**config.mk**
```make
export PLATFORM = sky130hd
export DESIGN_NAME = arbiter_rr_hold
export DESIGN_NICKNAME = d
export VERILOG_FILES = /design/src/rtl/arbiter_rr_hold.sv
export SDC_FILE = /design/constraint.sdc
export NUM_CORES = 1
export LEC_CHECK = 0
export ABC_AREA = 1
export CORE_MARGIN = 3
export CORE_UTILIZATION = 60
export CTS_CLUSTER_SIZE = 10
export DETAILED_ROUTE_END_ITERATION = 8
export MAX_ROUTING_LAYER = met4
export PLACE_DENSITY = 0.85
export SLEW_MARGIN = 20
export SYNTH_ARGS = -nofsm -noshare
export SYNTH_HDL_FRONTEND = slang
export SYNTH_SLANG_ARGS = --single-unit
```
**constraint.sdc**
```tcl
create_clock -name clk -period 6 [get_ports clk]
set_input_delay 1.2 -clock clk [delete_from_list [all_inputs] [get_ports clk]]
set_output_delay 1.2 -clock clk [all_outputs]
set_load 0.02 [all_outputs]
```
**src/rtl/arbiter_rr_hold.sv**
```systemverilog
// Registered round-robin arbiter with grant hold and an optional hold timeout.
// One requester owns the resource at a time. Ownership is held while the owner
// keeps requesting. Priority then rotates past the released owner.
module arbiter_rr_hold #(
    parameter int n        = 8,
    parameter int HOLD_MAX = 16,
    parameter int IW       = (n > 1) ? $clog2(n) : 1,
    parameter int CW       = ($clog2(HOLD_MAX + 1) > 1) ? $clog2(HOLD_MAX + 1) : 1
) (
    input  logic          clk,
    input  logic          reset,
    input  logic [0:n-1]  r,
    output logic [0:n-1]  g,
    output logic          busy,
    output logic [IW-1:0] gid,
    output logic          timeout
);

    typedef enum logic {IDLE, GRANT} state_t;

    state_t        state, state_n;
    logic [IW-1:0] ptr, ptr_n;
    logic [CW-1:0] cnt, cnt_n;
    logic [0:n-1]  g_n;
    logic          busy_n;
    logic [IW-1:0] gid_n;
    logic          timeout_n;

    logic          found;
    logic [IW-1:0] win;
    int unsigned   idx;

    // Rotating priority scan: first requester at or after ptr, wrapping at n-1.
    always_comb begin
        found = 1'b0;
        win   = '0;
        idx   = 0;
        for (int unsigned i = 0; i < n; i++) begin
            idx = 32'(ptr) + i;
            if (idx >= n) idx = idx - n;
            if (!found && r[IW'(idx)]) begin
                found = 1'b1;
                win   = IW'(idx);
            end
        end
    end

    // Next-state and next-output logic; timeout is a single-cycle pulse.
    always_comb begin
        state_n   = state;
        ptr_n     = ptr;
        cnt_n     = cnt;
        g_n       = g;
        busy_n    = busy;
        gid_n     = gid;
        timeout_n = 1'b0;
        case (state)
            IDLE: begin
                if (found) begin
                    g_n      = '0;
                    g_n[win] = 1'b1;
                    gid_n    = win;
                    busy_n   = 1'b1;
                    cnt_n    = CW'(1);
                    state_n  = GRANT;
                end
            end
            GRANT: begin
                if (!r[gid] || (HOLD_MAX != 0 && cnt == CW'(HOLD_MAX))) begin
                    // Release and revoke share the same path; only the pulse differs.
                    g_n       = '0;
                    busy_n    = 1'b0;
                    ptr_n     = (gid == IW'(n - 1)) ? '0 : gid + IW'(1);
                    state_n   = IDLE;
                    timeout_n = r[gid];
                end else if (cnt != '1) begin
                    cnt_n = cnt + CW'(1);
                end
            end
            default: state_n = IDLE;
        endcase
    end

    // State and output registers with synchronous reset.
    always_ff @(posedge clk) begin
        if (reset) begin
            state   <= IDLE;
            ptr     <= '0;
            cnt     <= '0;
            g       <= '0;
            busy    <= 1'b0;
            gid     <= '0;
            timeout <= 1'b0;
        end else begin
            state   <= state_n;
            ptr     <= ptr_n;
            cnt     <= cnt_n;
            g       <= g_n;
            busy    <= busy_n;
            gid     <= gid_n;
            timeout <= timeout_n;
        end
    end

endmodule

```
==> impl_metrics.env <==
export IMPL_swShare_pct=54.8
export IMPL_crit_type="flop to flop"
export IMPL_port_buffers=22
export IMPL_combPwrFrac_pct=70.3
export IMPL_drive_gt1_share_pct=13.3
export IMPL_yosysWarnings=0
export IMPL_hold_viol=0
export IMPL_die_height_um=61.1
export IMPL_p_per_area_nw_per_um2=558
export IMPL_post_route_min_period_ns=3.11
export IMPL_cts_resized=0
export IMPL_slew_viol_final=0
export IMPL_finish_utilization_pct=73.9
export IMPL_cp_end_kind="flop"
export IMPL_synth_seq_cells=22
export IMPL_pwr_share_clk_pct=9.7
export IMPL_setup_violations_final=0
export IMPL_cts_setup_buffers=0
export IMPL_rsz0062_at_grt="no"
export IMPL_drc=0
export IMPL_dp_hpwl_um=3170
export IMPL_worstPathRequired_ns=6.19
export IMPL_max_slew_margin_pct=62.9
export IMPL_fp_coreArea_um2=2830
export IMPL_numCtsBuffers=3
export IMPL_power_internal_uw=528
export IMPL_htree_levels=1
export IMPL_nets=319
export IMPL_status="complete, no violations"
export IMPL_clk_pin_slew_worst_paths_ns=0.12
export IMPL_skew_ns=0.00418
export IMPL_gp_congestion=0.971
export IMPL_cts_root_buffer="clkbuf_4"
export IMPL_grt_pass1_wl_um=6910
export IMPL_synth_area_per_cell_um2=6.50
export IMPL_postRouteAntennaNets=0
export IMPL_fmax_ghz=0.321
export IMPL_antenna_found_initial=0
export IMPL_die_x_um=61.1
export IMPL_min_delay_path_class="flop to flop"
export IMPL_syn_nets=297
export IMPL_cap_violations=0
export IMPL_start_util_pct=64.3
export IMPL_finalSetupTns_ns=0
export IMPL_synth_cell_types=36
export IMPL_drtIter0Drc=129
export IMPL_layout_commonest_cell="nand2_1"
export IMPL_hold_buffers=0
export IMPL_ys_seq_area_share_pct=24.2
export IMPL_final_cell_mix="nand2_1 (61), nand3_1 (39), nor2_1 (38)"
export IMPL_grtUsageTotal_pct=25.1
export IMPL_dr_pass1_iters=4
export IMPL_cts_tree="built"
export IMPL_clock_sinks=22
export IMPL_crit_fanout=11
export IMPL_top_level_ports=23
export IMPL_seqPwrFrac_pct=20.0
export IMPL_syn2layout_area_growth_pct=15.0
export IMPL_grt_pass1_vias=1588
export IMPL_grt_start_max_net_pins=16
export IMPL_num_vias=1829
export IMPL_clk_latency_ns=0.31
export IMPL_detail_route_wl_per_cell_um=12.3
export IMPL_diodes=0
export IMPL_critPathLaunchType="flop"
export IMPL_power_mw=1.17
export IMPL_mappedNetlistArea_um2=1820
export IMPL_dieArea_um2=3730
export IMPL_tightestPinTransition_ns=0.555
export IMPL_viasPerCell=5.51
export IMPL_clockBufferDepth=2
export IMPL_synthCells=280
export IMPL_power_leakage_nw=0.954
export IMPL_vdd_drop_max_uv=326
export IMPL_rows=19
export IMPL_wirelength_um=4070
export IMPL_grt_overflow=0
export IMPL_whs_ns=0.471
export IMPL_nFillCells=242
export IMPL_fin_crit_sh_pct=51.9
export IMPL_arrival_ns=3.30
export IMPL_net_switching_power_uw=639
[worst max-delay path, cell delays in order (launching register included)]
cell	delay [ns]
dfxtp_1	0.64
inv_4	0.17
ha_1	0.44
inv_1	0.26
nand3_1	0.22
nand3_2	0.15
nand2_2	0.08
nor2_4	0.12
nand4_4	0.13
nor2_8	0.17
nand3_4	0.11
nand2_8	0.12
inv_2	0.07
nand3_2	0.10
nor2_1	0.06
nor2_1	0.10
nor2_1	0.05
[registers in the layout, summed over array words and instances, names as in the netlist]
signal	count
busy	1
cnt	5
g	8
gid	3
ptr	3
state	1
timeout	1
[cell usage after synthesis (all sizes together)]
cell    number  share of area (%)
ha           7                4.8
o21ai       17                5.3
xnor2        2                1.8
nand4        4                2.2
a21oi       17                5.1
a22o         1               0.48
buf          4                1.9
clkinv       2               0.48
xor2         1               0.89
nor2        41                9.9
dfxtp       22                 24
inv         37                7.8
clkbuf       1               0.21
nand3       45                 14
o211ai       3                1.2
nand2       72                 18
nand3b       2                1.0
nor3         2               0.55
[path summary, 6_finish.rpt]
check | startpoint | to | slack [ns] | cells after the start
max | ptr[0] | g[3] | 2.89 | 16
min | g[1] | g[1] | 0.47 | 2
max reg2reg | ptr[0] | g[3] | 2.89 | 16
min reg2reg | g[1] | g[1] | 0.47 | 2
[kinds of logic after synthesis]
group | synth area share [%]
XOR/XNOR | 2.68
AO/OA/AOI/OAI | 12.1
buffers and inverters | 10.4
adder cells (fa/ha/maj) | 4.81
flip-flops | 24.2
AND/OR/NAND/NOR | 45.8
[power groups by stage]
stage / sequential, mW / clock (mW) / combinational, mW
3_5_place_dp: 0.235 / 0 / 0.812
6_report: 0.234 / 0.113 / 0.820
2_1_floorplan: 0.237 / 0 / 0.641
3_3_place_gp: 0.236 / 0 / 0.803
5_1_grt: 0.239 / 0.121 / 0.930
4_1_cts: 0.232 / 0.115 / 0.817
[layout make-up]
class,count,area (um2),share of cell area [%]
clock buffers,3,22.5,1.08
clock inverters,1,30.0,1.44
inverters,39,150,7.18
multi-input cells,214,1190,56.9
flip-flops and latches,22,440,21.1
well taps,31,38.8,1.85
repair buffers,22,220,10.5
[metal layers]
layer | track usage, % | wire, um | up-vias | share of wire (%)
met2 | 38.7 | 1850 | 51 | 45
li1 | - | - | 957 | -
met3 | 4.61 | 250 | 2 | 6.1
met5 | - | 0 | - | 0
met4 | 4.02 | 14 | 0 | 0.34
met1 | 34.9 | 1960 | 819 | 48
[stage by stage]
step,cell area (um2),setup slack [ns],instances
floorplan,1820,3.40,280
global placement,2040,2.72,328
detailed placement,2040,2.67,328
CTS,2090,2.93,332
global route,2090,2.60,332
finish,2090,2.89,332
(Power assumes the default switching activity.)
